**src/rtl/unidade_controle_pkg.sv**
```systemverilog
// rtl/unidade_controle_pkg.sv - opcodes, ALU codes, select codes and state encoding for the control unit
package unidade_controle_pkg;

  localparam logic [3:0] OP_AND  = 4'b0000;
  localparam logic [3:0] OP_OR   = 4'b0001;
  localparam logic [3:0] OP_ADD  = 4'b0010;
  localparam logic [3:0] OP_SUB  = 4'b0011;
  localparam logic [3:0] OP_SLT  = 4'b0100;
  localparam logic [3:0] OP_ADDI = 4'b0101;
  localparam logic [3:0] OP_LW   = 4'b0110;
  localparam logic [3:0] OP_SW   = 4'b0111;
  localparam logic [3:0] OP_BEQ  = 4'b1000;
  localparam logic [3:0] OP_J    = 4'b1001;
  localparam logic [3:0] OP_HALT = 4'b1111;

  localparam logic [2:0] ULA_AND = 3'b000;
  localparam logic [2:0] ULA_OR  = 3'b001;
  localparam logic [2:0] ULA_ADD = 3'b010;
  localparam logic [2:0] ULA_SUB = 3'b011;
  localparam logic [2:0] ULA_SLT = 3'b100;

  localparam logic [1:0] FONTE_B_REG = 2'b00;
  localparam logic [1:0] FONTE_B_UM  = 2'b01;
  localparam logic [1:0] FONTE_B_IMM = 2'b10;

  localparam logic [1:0] PC_ULA   = 2'b00;
  localparam logic [1:0] PC_ALVO  = 2'b01;
  localparam logic [1:0] PC_SALTO = 2'b10;

  typedef enum logic [3:0] {
    S_BUSCA    = 4'd0,
    S_DECOD    = 4'd1,
    S_EXEC     = 4'd2,
    S_ESCR_R   = 4'd3,
    S_END      = 4'd4,
    S_MEM_LE   = 4'd5,
    S_ESCR_M   = 4'd6,
    S_MEM_ESCR = 4'd7,
    S_DESVIO   = 4'd8,
    S_SALTO    = 4'd9,
    S_PARADO   = 4'd10
  } estado_t;

  function automatic logic eh_tipo_r(input logic [3:0] op);
    return (op <= OP_SLT);
  endfunction

endpackage

```
**src/rtl/unidade_controle_ula.sv**
```systemverilog
// rtl/unidade_controle_ula.sv - decodificador_ula: opcode to ALU operation for the EXEC state
module decodificador_ula
  import unidade_controle_pkg::*;
(
  input  logic [3:0] opcode_i,
  output logic [2:0] sinal_ula_o
);

  // Anything that is not R-type (addi in practice) uses the adder.
  always_comb begin
    sinal_ula_o = ULA_ADD;
    case (opcode_i)
      OP_AND:  sinal_ula_o = ULA_AND;
      OP_OR:   sinal_ula_o = ULA_OR;
      OP_ADD:  sinal_ula_o = ULA_ADD;
      OP_SUB:  sinal_ula_o = ULA_SUB;
      OP_SLT:  sinal_ula_o = ULA_SLT;
      default: sinal_ula_o = ULA_ADD;
    endcase
  end

endmodule

```
**src/rtl/unidade_controle.sv**
```systemverilog
// rtl/unidade_controle.sv - multi-cycle control FSM for the 8-bit processor
module unidade_controle
  import unidade_controle_pkg::*;
#(
  parameter int LARGURA_INSTR = 8,
  parameter bit HABILITA_ERRO = 1'b1
) (
  input  logic                     clock,
  input  logic                     reset,
  input  logic [LARGURA_INSTR-1:0] instrucao,
  input  logic                     zero,
  output logic [2:0]               sinal_ula,
  output logic                     ula_fonte_a,
  output logic [1:0]               ula_fonte_b,
  output logic                     pc_escreve,
  output logic [1:0]               pc_fonte,
  output logic                     ir_escreve,
  output logic                     alvo_escreve,
  output logic                     mem_le,
  output logic                     mem_escreve,
  output logic                     reg_escreve,
  output logic                     mem_para_reg,
  output logic                     parado,
  output logic                     erro,
  output logic [3:0]               estado
);

  estado_t    estado_q, estado_d;
  logic       erro_q, erro_d;
  logic [3:0] opcode;
  logic [2:0] sinal_exec;
  logic       operandos_unused;

  assign opcode           = instrucao[LARGURA_INSTR-1 -: 4];
  assign operandos_unused = ^instrucao[LARGURA_INSTR-5:0];

  decodificador_ula u_decodificador_ula (
    .opcode_i    (opcode),
    .sinal_ula_o (sinal_exec)
  );

  always_comb begin
    estado_d = estado_q;
    erro_d   = erro_q;
    case (estado_q)
      S_BUSCA: estado_d = S_DECOD;
      S_DECOD: begin
        if (eh_tipo_r(opcode) || opcode == OP_ADDI) begin
          estado_d = S_EXEC;
        end else begin
          case (opcode)
            OP_LW, OP_SW: estado_d = S_END;
            OP_BEQ:       estado_d = S_DESVIO;
            OP_J:         estado_d = S_SALTO;
            OP_HALT:      estado_d = S_PARADO;
            default: begin
              if (HABILITA_ERRO) begin
                estado_d = S_PARADO;
                erro_d   = 1'b1;
              end else begin
                estado_d = S_BUSCA;
              end
            end
          endcase
        end
      end
      S_EXEC:     estado_d = S_ESCR_R;
      S_ESCR_R:   estado_d = S_BUSCA;
      S_END:      estado_d = (opcode == OP_LW) ? S_MEM_LE : S_MEM_ESCR;
      S_MEM_LE:   estado_d = S_ESCR_M;
      S_ESCR_M:   estado_d = S_BUSCA;
      S_MEM_ESCR: estado_d = S_BUSCA;
      S_DESVIO:   estado_d = S_BUSCA;
      S_SALTO:    estado_d = S_BUSCA;
      S_PARADO:   estado_d = S_PARADO;
      default:    estado_d = S_BUSCA;
    endcase
  end

  always_ff @(posedge clock) begin
    if (reset) begin
      estado_q <= S_BUSCA;
      erro_q   <= 1'b0;
    end else begin
      estado_q <= estado_d;
      erro_q   <= erro_d;
    end
  end

  // Outputs decode the state register; the address selects stay put through
  // the memory states so the ALU keeps presenting the effective address.
  always_comb begin
    sinal_ula    = ULA_ADD;
    ula_fonte_a  = 1'b0;
    ula_fonte_b  = FONTE_B_REG;
    pc_fonte     = PC_ULA;
    pc_escreve   = 1'b0;
    ir_escreve   = 1'b0;
    alvo_escreve = 1'b0;
    mem_le       = 1'b0;
    mem_escreve  = 1'b0;
    reg_escreve  = 1'b0;
    mem_para_reg = 1'b0;
    case (estado_q)
      S_BUSCA: begin
        mem_le      = 1'b1;
        ir_escreve  = 1'b1;
        pc_escreve  = 1'b1;
        ula_fonte_a = 1'b1;
        ula_fonte_b = FONTE_B_UM;
        pc_fonte    = PC_ULA;
      end
      S_DECOD: begin
        ula_fonte_a  = 1'b1;
        ula_fonte_b  = FONTE_B_IMM;
        alvo_escreve = 1'b1;
      end
      S_EXEC, S_ESCR_R: begin
        sinal_ula    = sinal_exec;
        ula_fonte_b  = (opcode == OP_ADDI) ? FONTE_B_IMM : FONTE_B_REG;
        reg_escreve  = (estado_q == S_ESCR_R);
      end
      S_END: ula_fonte_b = FONTE_B_IMM;
      S_MEM_LE: begin
        ula_fonte_b = FONTE_B_IMM;
        mem_le      = 1'b1;
      end
      S_ESCR_M: begin
        reg_escreve  = 1'b1;
        mem_para_reg = 1'b1;
      end
      S_MEM_ESCR: begin
        ula_fonte_b = FONTE_B_IMM;
        mem_escreve = 1'b1;
      end
      S_DESVIO: begin
        sinal_ula  = ULA_SUB;
        pc_fonte   = PC_ALVO;
        pc_escreve = zero;  // zero settles at the mid-cycle negedge
      end
      S_SALTO: begin
        pc_escreve = 1'b1;
        pc_fonte   = PC_SALTO;
      end
      default: ;
    endcase
    if (reset) begin
      pc_escreve   = 1'b0;
      ir_escreve   = 1'b0;
      alvo_escreve = 1'b0;
      mem_le       = 1'b0;
      mem_escreve  = 1'b0;
      reg_escreve  = 1'b0;
    end
  end

  assign parado = (estado_q == S_PARADO);
  assign erro   = erro_q;
  assign estado = estado_q;

endmodule

```
**config.mk**
```make
export PLATFORM = sky130hd
export DESIGN_NAME = unidade_controle
export DESIGN_NICKNAME = d
export VERILOG_FILES = /design/src/rtl/unidade_controle_pkg.sv /design/src/rtl/unidade_controle_ula.sv /design/src/rtl/unidade_controle.sv
export SDC_FILE = /design/constraint.sdc
export NUM_CORES = 1
export LEC_CHECK = 0
export ABC_CLOCK_PERIOD_IN_PS = 1130
export CORE_UTILIZATION = 25
export DETAILED_ROUTE_END_ITERATION = 16
export GPL_TIMING_DRIVEN = 0
export PLACE_DENSITY = 0.69
export SETUP_SLACK_MARGIN = 0.5
export SKIP_LAST_GASP = 1
export SLEW_MARGIN = 20
export SYNTH_ARGS = -nofsm -noshare
export SYNTH_HDL_FRONTEND = slang
export SYNTH_SLANG_ARGS = --single-unit
```
**constraint.sdc**
```tcl
create_clock -name clock -period 1.13 [get_ports clock]
set_input_delay 0.113 -clock clock [delete_from_list [all_inputs] [get_ports clock]]
set_output_delay 0.113 -clock clock [all_outputs]
set_load 0.05 [all_outputs]
```
[Word-level counts from Yosys, hierarchy flattened]
Cells that the tools add are included.
Word-level totals
  register bits after elaboration: 5
  input bits: 11
  output and inout bits: 21
  logic and storage cells: 58
Operators by class
  order comparisons: 1
  eq/ne operators: 19
  multiplexer cells: 23
  bitwise logic cells: 2
  reduce and logical (&&, ||, !) cells: 11
Operator list (number)
  $eq 4x3->1 const B: 8
  $eq 4x4->1 const B: 6
  $pmux 4 s6: 1
  $eq 4x2->1 const B: 3
  $mux 1: 12
  $pmux 3 s4: 1
  $pmux 4 s3: 1
  $reduce_or 2->1: 5
  $eq 4x1->1 const B: 2
  $logic_not 4->1: 2
  $pmux 2 s3: 1
  $pmux 3 s2: 1
  $reduce_or 5->1: 1
  $le 4x3->1 const B: 1
  $mux 2: 2
  $mux 4: 1
  $pmux 1 s2: 2
  $pmux 2 s2: 1
  $reduce_or 4->1: 1
  $reduce_and 3->1: 1
  $not 1->1: 2
  $logic_or 1x1->1: 1

[Logic depth before layout (Yosys ltp)]
Gate-level depths: netlist of run 1.
  depth in word-level cells: 5
  gate-level depth with buffers: 5
  depth with buffers taken out: 3

[By module]
Synthesis of run 1 repeated with hierarchy kept, for this count alone.
Unflattened totals
  cells, all modules: 71
  area total of the unflattened synthesis: 574.3 um2
By module, submodules not included
  unidade_controle: instances 1, cells an instance 68, area an instance 538.0 um2, sequential area each 100.1 um2
  decodificador_ula: instances 1, cells an instance 3, area an instance 36.3 um2, sequential area each 0.0 um2

[Least setup slack after synthesis of run 1]
No wires, ideal clock.
  kind: register to output
  from: reg estado_q[1] (netlist: estado[1])
  to: out ula_fonte_b[0]
  data arrival time: 2366 ps
  required time: 1017 ps
  setup slack: -1349 ps
  stages on the path, launching flop included: 4
  path buffers: 2
  cell sequence: dfxtp_1 buf_6 buf_6 nor4_1
On the way
  cells in the longest elaborated chain, start to end: 3
  elaborated cells between the ends (all ways): 10
  classes of those cells: eq/ne: 6; mux: 1; reduce/logical: 3
Ends and longest elaborated chain
  start: declaration: RTL line unidade_controle.sv:28  | estado_t estado_q, estado_d;
  start signal: assignment: RTL line unidade_controle.sv:85  | estado_q <= estado_d;
  $eq 4x3->1 (tied with other cells): RTL line unidade_controle.sv:104  | case (estado_q)
  $reduce_or 4->1 (no source line) or $reduce_or 2->1 (tied branches)
  $pmux 2 s3 *: RTL line unidade_controle.sv:104
  end: declaration: RTL line unidade_controle.sv:14  | output logic [1:0] ula_fonte_b,
Every way passes the cells marked *; elsewhere a longest branch is shown, timed or not.

[Final worst setup path of run 1]
  from: reg estado_q[1] (netlist: estado[1])
  to: out ir_escreve
On the way
  cells in the longest elaborated chain, start to end: 3
Ends and longest elaborated chain
  $logic_not 4->1: RTL line unidade_controle.sv:104
  $mux 1: RTL line unidade_controle.sv:104
  $mux 1: RTL line unidade_controle.sv:147  | if (reset) begin
  end: declaration: RTL line unidade_controle.sv:17  | output logic ir_escreve,
Every way passes these cells.

==> metrics.md, run 1 <==
| Metric | Value |
|---|---|
| Post-DP Area | `1060 µm²` |
| Starting Density | `26.6%` |
| F_max | `642 MHz` |
| Final net count | `131` |
| TritonCTS clock tree | `built` |
| RSZ-0062 raised after global routing | `true` |
| DRC viols | `0` |
| Layout Area Growth over Synthesis | `173%` |
| P_leak | `0.545 nW` |
| Layout cell share with drive strength beyond 1 | `79.0%` |
| DRT iter0 DRCs | `4` |
| GR Overflow Total | `0` |
| Count of input and output buffers | `26` |
| Layout Utilization | `72.6%` |
| Number of global-route vias before repair | `615` |
| Worst setup margin | `-428 ps` |
| Fin crit share | `138%` |
| Antenna Nets Post-Route | `0` |
| Worst-Margin Slew | `513 ps` |
| Core region area | `1960 µm²` |
| HPWL Detailed | `1270 µm` |
| Commonest non-fill, non-tap cell in the layout | `buf_6` |
| Final GP Congestion | `0.755` |
| CP Launch Type | `register` |
| Syn Area/Cell | `7.67 µm²` |
| H-tree depth | `1` |
| Setup violators final | `20` |
| Design Area, Final | `1430 µm²` |
| Site row count | `16` |
| Die height | `47.7 µm` |
| Dominant synthesized flop cell | `dfxtp_1` |
| Seq/Total Area, Yosys | `19.2%` |
| Run status | `finished, violations left` |
| Type of the worst min-delay path | `in2reg` |
| Worst-Skew Late Latency | `230 ps` |
| TNS Setup | `-5600 ps` |
| Post-synth EDFFs | `0` |
| Via Count | `734` |
| Routed wire per std cell | `16.1 µm` |
| Ys async rst share | `0%` |
| Post-layout min period | `1560 ps` |
| Pwr dens | `953 nW/µm²` |
| Data required time of the worst path | `1020 ps` |
| Max-Cap Viols | `0` |
| Via/cell ratio | `5.03` |
| Slew HR | `65.8%` |
| Sink Count | `5` |
| Inserted Clock Buffers | `3` |
| Fill cell count | `141` |
| Post-cts hold buffer count | `0` |
| Syn_nets | `79` |
| Commonest cells after routing, fill and taps aside | `buf_6 (20), buf_4 (13), buf_8 (10), nor3_4 (7)` |
| I/O Pins | `32` |
| GRT Overall Usage | `19.4%` |
| Global-route wire length before repair | `3030 µm` |
| Initial antenna violation count | `0` |
| Gate Count Post-Synth | `68` |
| Root Driver | `clkbuf_4` |
| CP Max Fanout | `8` |
| Ant. Diodes | `0` |
| Synthesized cell area | `522 µm²` |
| Multi-input gate area | `631 µm²` |
| Worst Skew | `0.357 ps` |
| Die W | `47.7 µm` |
| Failing checks | `negative setup slack` |
| CP arrival | `1450 ps` |
| Final Hold Fails | `0` |
| Largest net degree at the start of global routing | `11` |
| Pre-antenna DRT Iters | `4` |
| Max VDD drop | `0.686 mV` |
| Clk pin slew, worst setup/hold paths | `40 ps` |
| CP endpoint kind | `output pin` |
| Clock tree buffer depth | `2` |
| Seq cells post-synth | `5` |
| Routed WL | `2350 µm` |
| Ys Warns | `0` |
| Reg area | `116 µm²` |
| Die area | `2270 µm²` |
| Synth cell types | `36` |
| Kind of critical path | `reg2out` |
| Max-slew violations | `0` |
==> per-layer routing <==
layer	wire, µm	GRT usage [%]
met2	1320	33.2
met3	39	1.13
met5	0	0
met4	0	5.00
met1	988	26.5
==> logic make-up (layout without fill, tap and decap cells) <==
| logic type | count (synthesis) | count (layout) | synth area share (%) |
|---|---|---|---|
| buf+inv | 11 | 62 | 15.1 |
| compound gates | 12 | 12 | 17.5 |
| mux | 2 | 2 | 3.84 |
| flops | 5 | 5 | 19.2 |
| xor+xnor | 1 | 1 | 1.68 |
| simple gates | 37 | 37 | 42.7 |
==> final timing paths <==
| kind | endpoint | startpoint | slack (ps) | cells past startpoint |
|---|---|---|---|---|
| max | ir_escreve | estado[1] | -430 | 4 |
| min | erro | reset | 330 | 2 |
| max reg2reg | estado[1] | estado[2] | -180 | 5 |
| min reg2reg | erro | erro | 490 | 2 |
==> state kept, by name, indices dropped and copies added, names as in the netlist <==
name / cells
erro: 1
estado: 4
==> area by class of cell <==
cell class	instances	share of cell area, %
multi-input combinational	52	44.2
timing repair buffer	47	35.6
buffer	6	5.97
tap	27	2.37
inverter	5	1.84
sequential	5	8.17
clock buffer	4	1.84
==> through the flow <==
step / hold slack, ps / cells / worst slack [ps] / power, mW
6_report: 327 / 146 / -428 / 1.36
5_1_grt: 376 / 146 / -460 / 1.42
4_1_cts: 292 / 140 / -424 / 1.25
3_5_place_dp: 445 / 121 / -1220 / 0.926
3_3_place_gp: 448 / 121 / -1190 / 0.920
2_1_floorplan: 258 / 68 / -407 / 0.743
==> synthesized netlist by cell type (2+ instances only) <==
cell type | instances | area (µm²)
mux2i_1 | 2 | 20.0
a21oi_1 | 2 | 10.0
nor2_1 | 7 | 26.3
buf_6 | 5 | 56.3
nand3_1 | 2 | 10.0
inv_1 | 5 | 18.8
nor3_1 | 9 | 45.0
dfxtp_1 | 5 | 100
nand2_1 | 3 | 11.3
nor3b_1 | 2 | 15.0
==> critical path: stages, from the launching register on <==
cell	delay, ps
dfxtp_4	330
buf_6	140
or3_4	410
nor3_4	140
buf_6	180
==> power by group <==
part	leakage (nW)	switching, mW	internal, mW	total, mW
clock network	0.0150	0.0655	0.133	0.198
registers	0.0442	0.0236	0.191	0.215
logic	0.486	0.534	0.411	0.945
==> what timing repair did <==
action                     CTS  global route
setup buffers               15             5
resized for setup          163            20
pin swaps                    6            10
gates cloned                 0             1
setup endpoints to repair   26            26
(Power assumes the default switching activity.)
==> run 2, diff against run 1 <==
- CORE_MARGIN: not set -> 2
==> run 2 against run 1 <==
The run still ends with negative setup slack left. Worst setup slack better by 13 ps. Via count is 6.0% higher. Maximum frequency is 0.81% higher. Routed wire length is 0.21% lower. First-iteration DRC count is 130% higher. Register-to-register slack hardly changed. Highest routed layer is now met4. Sequential share of layout area is 0.26 points lower. Worst hold slack better by 22 ps. Count of clock-buffer cells in the layout stayed put. Combinational power is 6% higher. Cell area is 3.2% higher.
==> metrics.md, run 2 (synthesized netlist as in run 1, its figures left out) <==
| Metric | Value |
|---|---|
| Run status | `finished, violations left` |
| Failing checks | `negative setup slack` |
| Core region area | `1960 µm² (unchanged)` |
| CP Launch Type | `register` |
| Layout cell share with drive strength beyond 1 | `79.4% (+0.37 points)` |
| GRT Overall Usage | `17.1% (-2.3 points)` |
| Fill cell count | `131 (-7.1%)` |
| Antenna Nets Post-Route | `0 (unchanged)` |
| RSZ-0062 raised after global routing | `true` |
| Cells after DPL | `121 (unchanged)` |
| HPWL Detailed | `1320 µm (+3.7%)` |
| Slew HR | `60.7% (-5.1 points)` |
| Max VDD drop | `0.761 mV (+11%)` |
| Inserted Clock Buffers | `3 (unchanged)` |
| Met2 layer usage reported by global route | `30.7% (-2.6 points)` |
| CP Max Fanout | `10 (+2)` |
| F_max | `647 MHz (+0.81%)` |
| TNS Setup | `-5920 ps (-320 ps)` |
| Met3 usage | `2.12% (+0.99 points)` |
| Global-route wire length before repair | `3330 µm (+10%)` |
| GR Overflow Total | `0 (unchanged)` |
| CP endpoint kind | `output pin` |
| Count of input and output buffers | `26 (unchanged)` |
| Routed wire per std cell | `15.3 µm (-4.8%)` |
| Via/cell ratio | `5.08 (+1.1%)` |
| Non-filler cells, final | `153 (+4.8%)` |
| Routed WL | `2340 µm (-0.21%)` |
| DRT iter0 DRCs | `9 (+5)` |
| P_leak | `0.592 nW (+8.6%)` |
| Starting Density | `26.6% (unchanged)` |
| Die area | `2470 µm² (+8.6%)` |
| Number of global-route vias before repair | `671 (+9.1%)` |
| Worst-Margin Slew | `589 ps (+76.6 ps)` |
| TritonCTS clock tree | `built` |
| Site row count | `16 (unchanged)` |
| Max-Cap Viols | `0 (unchanged)` |
| Fin crit share | `137% (-1.1 points)` |
| Data required time of the worst path | `1020 ps (about the same)` |
| Max reg flops | `4 (unchanged)` |
| Clock tree buffer depth | `2 (unchanged)` |
| Post-layout min period | `1550 ps (-12.5 ps)` |
| Multi-input gate area | `611 µm² (-3.2%)` |
| Final GP Congestion | `0.739 (-2.1%)` |
| Met1 usage | `22.7% (-3.8 points)` |
| Top Usage Layer GRT | `met2` |
| Post-DP Area | `1060 µm² (unchanged)` |
| Fin Hold WS | `349 ps (+21.8 ps)` |
| Root Driver | `clkbuf_4` |
| Via Count | `778 (+6.0%)` |
| Die height | `49.7 µm (+4.2%)` |
| Setup violators final | `22 (+10%)` |
| Worst-Skew Late Latency | `230 ps (about the same)` |
| Initial antenna violation count | `0 (unchanged)` |
| Layout Area Growth over Synthesis | `182%` |
| Commonest cells after routing, fill and taps aside | `buf_6 (25), buf_4 (17), buf_8 (8), nor3_4 (7), nor2_4 (5)` |
| Ant. Diodes | `0 (unchanged)` |
| CP arrival | `1430 ps (-20 ps)` |
| Pre-antenna DRT Iters | `4 (unchanged)` |
| Pwr dens | `961 nW/µm² (+0.78%)` |
| Final net count | `138 (+5.3%)` |
| H-tree depth | `1 (unchanged)` |
| Final Hold Fails | `0 (unchanged)` |
| Worst Skew | `2.94 ps (+2.58 ps)` |
| Type of the worst min-delay path | `in2reg` |
| Die W | `49.7 µm (+4.2%)` |
| Design Area, Final | `1470 µm² (+3.2%)` |
| Reg area | `116 µm² (unchanged)` |
| Max-slew violations | `0 (unchanged)` |
| Worst setup margin | `-416 ps (+12.5 ps)` |
| DRC viols | `0 (unchanged)` |
| Largest net degree at the start of global routing | `11 (unchanged)` |
| Clk pin slew, worst setup/hold paths | `40 ps (about the same)` |
| Sink Count | `5 (unchanged)` |
| Commonest non-fill, non-tap cell in the layout | `buf_6` |
| Kind of critical path | `reg2out` |
| I/O Pins | `32 (unchanged)` |
-- run 2: cell count changes in the layout (fill, tap and decap cells not counted), moves of 2 or more --
cell / change
buf_4: +4
buf_8: -2
buf_6: +5
buf_12: +2
-- run 2: report_power, final --
group          leakage (nW)  total (mW)  switching, mW  internal, mW
clock                0.0150       0.197         0.0642         0.133
combinational         0.533        1.00          0.537         0.464
sequential           0.0442       0.215         0.0236         0.192
total                 0.592        1.41          0.625         0.788
-- run 2: worst paths after layout --
path / startpoint / endpoint / slack (ps) / depth (start not counted)
setup reg to reg: estado[1] / estado[1] / -190 / 5
setup / recovery: estado[0] / alvo_escreve / -420 / 4
hold / removal: reset / erro / 350 / 2
hold reg to reg: erro / erro / 590 / 3
-- run 2: timing repair --
action,in CTS,in global routing
hold buffers,0,0
gates resized for setup,170,20
gates cloned,0,0
pin swaps,6,4
setup buffers,20,8
endpoints found under the setup margin,26,26
-- run 2: final cells by class --
cell class              count  area share [%]
plain buffers               6            6.72
clock buffers               4            1.79
well taps                  27            2.30
flip-flops and latches      5            7.91
repair buffers             54            38.0
multi-input cells          52            41.5
inverters                   5            1.79
-- run 2: critical path, stage by stage (launching register included) --
cell and delay, ps:
dfxtp_4 380, buf_12 160, nor3b_1 290, and2_4 190, buf_4 180
-- run 2: through the flow --
stage               total power [mW]  worst slack, ps  utilization (%)
finish                          1.41             -416             75.0
global route                    1.48             -479             75.0
CTS                             1.31             -421             67.9
detailed placement             0.926            -1200             53.9
global placement               0.921            -1190             53.9
floorplan                      0.743             -407                -
-- run 2: metal layers --
layer | routed length (µm) | part of all wire, % | up-vias
met2 | 1240 | 53 | 20
met5 | 0 | 0 | -
met3 | 55 | 2.3 | 2
met1 | 1030 | 44 | 390
li1 | - | - | 366
met4 | 21 | 0.90 | 0
==> run 3, diff against run 2 <==
- CAP_MARGIN: not set -> 40
==> results of run 3 <==
The final DEF is identical to that of run 2; final timing and power are the same.
